==> config.mk <==
export PLATFORM = sky130hd
export DESIGN_NAME = seg_scan_4digit
export DESIGN_NICKNAME = d
export VERILOG_FILES = /design/src/rtl/seg_pkg.sv /design/src/rtl/hex_to_seg7.sv /design/src/rtl/seg_scan_4digit.sv
export SDC_FILE = /design/constraint.sdc
export NUM_CORES = 1
export LEC_CHECK = 0
export BUFFER_PORTS_ARGS = -buffer_cell sky130_fd_sc_hd__buf_2
export CAP_MARGIN = 20
export CORE_ASPECT_RATIO = 1.25
export CORE_MARGIN = 10
export CORE_UTILIZATION = 50
export DETAILED_ROUTE_END_ITERATION = 10
export GPL_TIMING_DRIVEN = 0
export HOLD_SLACK_MARGIN = 0.15
export PLACE_DENSITY = 0.77
export SLEW_MARGIN = 10
export SYNTH_ARGS = -nofsm -noshare
export SYNTH_HDL_FRONTEND = slang
export SYNTH_SLANG_ARGS = --single-unit
==> constraint.sdc <==
create_clock -name clk -period 2.4 [get_ports clk]
set_input_delay 0.24 -clock clk [delete_from_list [all_inputs] [get_ports clk]]
set_output_delay 0.24 -clock clk [all_outputs]
set_load 0.05 [all_outputs]
==> src/rtl/seg_pkg.sv <==
// seg_pkg: shared constants, font table and pending-buffer state type for the 4-digit scanner.
package seg_pkg;
  localparam int NUM_DIGITS = 4;
  localparam logic [6:0] SEG_BLANK = 7'h7F;
  localparam logic [6:0] FONT [0:15] = '{
    7'h40, 7'h79, 7'h24, 7'h30, 7'h19, 7'h12, 7'h02, 7'h78,
    7'h00, 7'h10, 7'h08, 7'h03, 7'h46, 7'h21, 7'h06, 7'h0E
  };
  typedef enum logic {EMPTY, FULL} buf_state_t;
endpackage

==> src/rtl/hex_to_seg7.sv <==
// hex_to_seg7: active-low {g..a} decode of one hex nibble, with forced blank.
module hex_to_seg7
  import seg_pkg::*;
(
  input  logic [3:0] nib,
  input  logic       blank,
  output logic [6:0] seg
);
  always_comb seg = blank ? SEG_BLANK : FONT[nib];
endmodule

==> src/rtl/seg_scan_4digit.sv <==
// seg_scan_4digit: time-multiplexed 4-digit 7-segment driver with a one-word
// pending buffer that only reaches the display at frame boundaries.
module seg_scan_4digit
  import seg_pkg::*;
#(
  parameter int SCAN_DIV = 50000
) (
  input  logic        clk,
  input  logic        reset,
  input  logic        in_valid,
  output logic        in_ready,
  input  logic [15:0] in_data,
  input  logic        blank_lz,
  output logic [3:0]  an,
  output logic [6:0]  seg,
  output logic        frame_done
);
  localparam int CW = $clog2(SCAN_DIV);
  logic [CW-1:0] cnt;
  logic [1:0] idx;
  buf_state_t state;
  logic [15:0] pend, disp;
  logic tick, boundary, hs, blank;
  logic [3:0] nib;
  logic [6:0] seg_next;
  assign tick = cnt == CW'(SCAN_DIV - 1);
  assign boundary = tick && idx == 2'(NUM_DIGITS - 1);
  assign in_ready = state == EMPTY;
  assign hs = in_valid && in_ready;
  assign nib = disp[{idx, 2'b00} +: 4];
  // a digit is a leading zero when it and every higher nibble are zero
  assign blank = blank_lz && idx != '0 && (disp >> {idx, 2'b00}) == '0;
  hex_to_seg7 u_font (
    .nib  (nib),
    .blank(blank),
    .seg  (seg_next)
  );
  always_ff @(posedge clk or negedge reset)
    if (!reset) begin
      cnt <= '0;
      idx <= '0;
      state <= EMPTY;
      pend <= '0;
      disp <= '0;
      an <= 4'hF;
      seg <= SEG_BLANK;
      frame_done <= 1'b0;
    end else begin
      cnt <= tick ? '0 : cnt + 1'b1;
      if (tick) idx <= idx + 1'b1;
      an <= ~(4'b0001 << idx);
      seg <= seg_next;
      frame_done <= boundary;
      // a handshake is only possible while EMPTY, so it never races the copy
      if (hs) begin
        pend <= in_data;
        state <= FULL;
      end else if (boundary && state == FULL) begin
        disp <= pend;
        state <= EMPTY;
      end
    end
endmodule

Word level (Yosys, flattened, before mapping)

Memory sizes are Yosys's and may differ from the RTL's.
Index checks and enable logic that the tools add are counted.

Register bits after elaboration: 63
Bits in read-only memories: 112
Bits of input ports: 20
Output and inout port bits: 13
Logic and storage cells: 36
Memories: 1

Memories:

| name            | depth | bits a word | rd ports | clocked after memory_dff | write ports | line             | text |
|---|---|---|---|---|---|---|---|
| (no name shown) | 16    | 7           | 1        | 0                        | 0           | hex_to_seg7.sv:9 | `always_comb seg = blank ? SEG_BLANK : FONT[nib];` |

$add $sub $neg: 2
Magnitude comparators: 1
Eq/ne operators: 2
Shifts and indexed selects: 3
Muxes and demuxes: 6
Bitwise gates (word level): 4
Reduce and logical (&&, ||, !) cells: 9

Operators by type and width:

| operator                | count |
|---|---|
| $mux W7                 | 3 |
| $add A16 B1 Y16 const B | 1 |
| $eq A16 B16 Y1 const B  | 1 |
| $logic_not A16 Y1       | 1 |
| $mux W16                | 1 |
| $shiftx A16 B5 Y4       | 1 |
| $shr A16 B4 Y16         | 1 |
| $ge A5 B5 Y1 const B    | 1 |
| $logic_and A1 B1 Y1     | 5 |
| $not A4 Y5              | 1 |
| $not A4 Y4              | 1 |
| $reduce_bool A2 Y1      | 2 |
| $shl A1 B2 Y4 const A   | 1 |
| $add A2 B1 Y2 const B   | 1 |
| $eq A2 B2 Y1 const B    | 1 |
| $mux W1                 | 2 |
| $not A1 Y1              | 2 |
| $reduce_and A2 Y1       | 1 |

Longest topological paths before layout

Depth after elaboration: 6
Mapped depth: 7
Gate-level depth less buffers: 6

Hierarchy

A second synthesis with hierarchy kept.

Cell total of the unflattened synthesis: 225
Area total of the unflattened synthesis: 2936.6 µm²

By module, submodules not included:

| module          | times used | cells each | area each (µm²) | seq. area each (µm²) |
|---|---|---|---|---|
| seg_scan_4digit | 1          | 190        | 2637.5          | 1590.3 |
| hex_to_seg7     | 1          | 35         | 299.0           | 0.0 |

Worst setup path before layout

OpenSTA, ideal clock, no wires.

Kind: register -> register
From: register idx[1]
To: register seg[0]
Setup time: 0.084 ns
Arrival: 2.094 ns
Required time: 2.316 ns
Setup slack: 0.222 ns
Cell stages (with the launch flop): 8
Path buffers: 1
Period minus slack after synthesis: 2.178 ns
Path through: dfrtp_1 clkbuf_1 mux4_2 inv_1 ha_1 nand3_1 a2111o_1 o2111ai_1

Cells in the longest elaborated chain, start to end: 6
Elaborated cells between the ends (all ways): 11
Those cells by class: shift: 2; mux: 3; bitwise: 1; reduce/logical: 4; memory: 1

RTL lines:

| what                                       | line                  | text |
|---|---|---|
| from (decl)                                | seg_scan_4digit.sv:20 | `logic [1:0] idx;` |
| from (signal assigned)                     | seg_scan_4digit.sv:50 | `if (tick) idx <= idx + 1'b1;` |
| $shiftx A16 B5 Y4                          | seg_scan_4digit.sv:30 | `assign nib = disp[{idx, 2'b00} +: 4];` |
| $not A4 Y5 (implied by the code)           | hex_to_seg7.sv:9      |  |
| $mem_v2 Z16 W7                             | -                     |  |
| $mux W7 (implied by the code) (2 in a row) | hex_to_seg7.sv:9      |  |
| $mux W7 *                                  | hex_to_seg7.sv:9      |  |
| net seg_next[0]                            | seg_scan_4digit.sv:25 | `logic [6:0] seg_next;` |
| to (signal assigned)                       | seg_scan_4digit.sv:52 | `seg <= seg_next;` |
| to (decl)                                  | seg_scan_4digit.sv:15 | `output logic [6:0] seg,` |

Mark *: on every way through the listed nets, which the timed path passes. The rest lies on a longest branch. The select of a mux whose other input is x is not followed.
A chain may end at the register's enable or synchronous reset.

Final worst setup path

Ends and elaborated chain as after synthesis.

==> summary.md <==
| Metric | Value |
|---|---|
| Outcome | completed |
| R2R Setup Slk | 0.19 ns |
| PwrDens | 632 nW/um2 |
| Initial antenna violation count | 0 |
| Later-pin clock latency in the skew report | about 0.34 ns |
| R2R Path End | seg[0] |
| Hold Path End | seg[1] |
| DRT antenna net count | 0 |
| Final design area excluding fillers | 3650 um2 |
| Crit Path Class | register to register |
| Cts bufs inserted | 9 |
| Fin Hold WS | 0.398 ns |
| GRT Total Usage | between 10% and 20% |
| Pwr Total | 2.31 mW |
| Hold path cells | 4 |
| Die H | 106 um |
| CTS tree | yes |
| Compound-Gate Fraction of Synth Area | under 10% |
| Largest net degree at the start of global routing | 64 |
| Register area | between 1500 and 2000 um2 |
| GRT busiest layer | met2 |
| Fillcell total | approximately 460 |
| Gate Count Post-Synth | about 230 |
| Post-synth top cells | dfrtp_1 (52), mux2_2 (23), nand2_1 (12), xnor2_1 (12) |
| R2R Path Start | idx[1] |
| Slowest cell on crit path | mux4_2 |
| Total wire length | 5360 um |
| Hold path startpoint | blank_lz |
| Share of the synthesized area in the top cell type | 43.6% |
| Final nets | 316 |
| Critical-path cell list | mux4_2 -> inv_1 -> ha_1 -> nand3_1 -> a2111o_1 -> o2111ai_1 |
| Vias per inst | about 5.3 |
| Layout area overhead | 22.4% |
| Least-Margin Pin Slew | 0.756 ns |
| Top-count cell post-synth | dfrtp_1 |
| HPWL Detailed | 3660 um |
| Vias in the first global route | approximately 2000 |
| Worst vdd ir | ~440 uV |
| Drt first pass iters | 4 |
| Core Footprint | 5780 um2 |
| Multi-input logic area | 1310 um2 |
| Die ar. | 9480 um2 |
| Overflow after GRT | 0 |
| Leak | 1.66 nW |
| GRT met1 Usage | 15.6% |
| CP Capture Type | register |
| Final setup violation count | 0 |
| Most common flop cell mapped by yosys | dfrtp_1 |
| Critical path required time | 2.65 ns |
| Buf/Inv on CP | 1 |
| H-tree lvl count | 3 |
| Netlist cell types | 43 |
| CTS Root Buffer Type | clkbuf_8 |
| Drt wl/cell | between 15 and 20 um |
| Crit Path Max Fanout | 9 |
| Largest cells by area after synthesis | dfrtp_1 (44%), dfstp_2 (9.7%), mux2_2 (8.7%) |
| Delay-heaviest family, CP | multiplexers |
| Grt met2 use | between 10% and 20% |
| F_max | 452 MHz |
| Reg2reg path depth | 6 |
| Die width | 89.1 um |
| Flops & latches, synth | between 60 and 70 |
| Slew Viols, Final | 0 |
| Via count | between 1500 and 2000 |
| Tcrit/Tclk final | 92.2% |
| Crit start category | register |
| Clock sinks | 63 |
| Adder-Cell Fraction of Synth Area | 4.61% |
| Max-Slew Margin vs Limit | 49.6% |
| Initial cell density of the core | 51.6% |
| Data arrival, critical path | between 2 and 2.5 ns |
| Boundary pin count | 33 |
| Share of cells above drive strength 1 | a little under two fifths |
| First-pass GRT wire length | around 9500 um |
| Post-DP Area | between 3000 and 4000 um2 |
| I/O Buffers | 32 |
| Syn_area_per_cell | 13.3 um2 |
| Synth warn | 0 |
| XOR/XNOR share of the synthesized area | 4.70% |
| Clk buf depth | 2 |
| Type of the tightest min-delay check | input port to register |
| Post-Syn Nets | 256 |
| Worst Skew | 0.00851 ns |
| Post-synth EDFFs | 0 |
| Largest family of logic cells by synthesized area | multiplexers |
| Sequential share of the synthesized area | 53.3% |
| Post-layout min period | 2.21 ns |
| Simple-Gate Fraction of Synth Area | 13.0% |
| Row count | 31 |
| Yosys top cell by area | dfrtp_1 |
| Diode count | 0 |
| Met3 usage | 5.58% |
| Setup TNS | 0 ns |
| Post-synthesis mux area share | 18.0% |
| RSZ-0062 raised after global routing | false |
| GP Congestion | 0.856 |
| Async set-reset flop share out of synthesis | 100% |
| Synth Cell Area | 2980 um2 |
| Final hold vios | 0 |
| Worst path max stage delay | roughly 0.61 ns |
| # DRC | 0 |
| Initial DRC count | 88 |
| Max-cap violations | 0 |
| Clk slew on worst S/H paths | 0.07 ns |
==> through the flow <==
| stage | util [%] | instances | worst slack (ns) |
|---|---|---|---|
| 6_report | 63.2 | 356 | 0.186 |
| 2_1_floorplan | - | 225 | 0.222 |
| 4_1_cts | 63.2 | 356 | 0.105 |
| 3_5_place_dp | 55.9 | 323 | -0.0272 |
| 3_3_place_gp | 55.8 | 323 | -0.00927 |
| 5_1_grt | 63.2 | 356 | 0.0477 |
==> layout by cell type (no fill, tap or decap), types with 2 or more instances in the layout <==
cell type / n
nor4_1: 3
buf_2: 33
nand3b_1: 2
dfstp_2: 11
mux2_4: 9
clkbuf_8: 9
mux2i_1: 3
nor2_1: 11
mux2_2: 23
o21ai_0: 3
nand2_1: 12
mux4_2: 5
dfrtp_1: 50
and4bb_2: 3
a21oi_1: 3
and3_1: 2
nand2b_1: 2
xnor2_1: 12
nor2b_1: 2
dlygate4sd3_1: 18
dfrtp_2: 2
nor3_1: 3
and4_1: 2
nand4_1: 3
xor2_1: 4
inv_1: 11
nand3_1: 9
bufinv_16: 3
clkbuf_1: 2
ha_1: 11
o221ai_1: 3
==> tightest hold or removal path, cell delays in order <==
cell	delay [ns]
buf_2	0.10
nand3_1	0.08
a2111o_1	0.21
nand3_1	0.09
==> registers in the layout, indices dropped and copies added (netlist names) <==
name        cells
state           1
idx             2
pend           16
frame_done      1
an              4
cnt            16
seg             7
disp           16
==> cells by family (layout without fill, tap and decap cells) <==
| group | after synthesis | after routing |
|---|---|---|
| mux | 40 | 40 |
| simple gates | 62 | 62 |
| flops | 63 | 63 |
| fa+ha+maj | 11 | 11 |
| buf+inv | 18 | 83 |
| xor+xnor | 16 | 16 |
| compound gates | 15 | 15 |
==> power by group <==
group	switching, mW	internal (mW)	leakage, nW	total, mW
Sequential	0.0168	1.09	0.793	1.11
Clock	0.418	0.693	0.120	1.11
Combinational	0.0339	0.0536	0.745	0.0875
==> timing repair <==
item / 4_1_cts / 5_1_grt
endpoints found under the hold margin: 69 / 0
hold buffers: 18 / 0
setup buffers: 0 / 0
resized for setup: 0 / 2
endpoints found under the setup margin: 7 / 7
==> worst max-delay path by stage <==
stage	depth (start not counted)	endpoint	startpoint	slack, ns
3_3_place_gp	7	seg[0]	idx[1]	-0.009
4_1_cts	6	seg[0]	idx[1]	0.10
2_1_floorplan	7	seg[0]	idx[1]	0.22
5_1_grt	6	seg[0]	idx[1]	0.05
3_5_place_dp	7	seg[0]	idx[1]	-0.03
6_report	6	seg[0]	idx[1]	0.19
==> layout make-up <==
cell class	instances	share of cell area, %
plain buffers	6	1.13
clock buffers	9	3.39
clock inverters	7	3.29
inverters	11	1.13
multi-input cells	144	35.8
flip-flops and latches	63	43.6
well taps	66	2.26
repair buffers	50	9.39
==> routing by layer <==
layer  wire [um]  vias up
met5           0        -
met4          83        0
met3         291        7
met2        2570       39
met1        2410      934
li1            -      916
(Power assumes the default switching activity.)
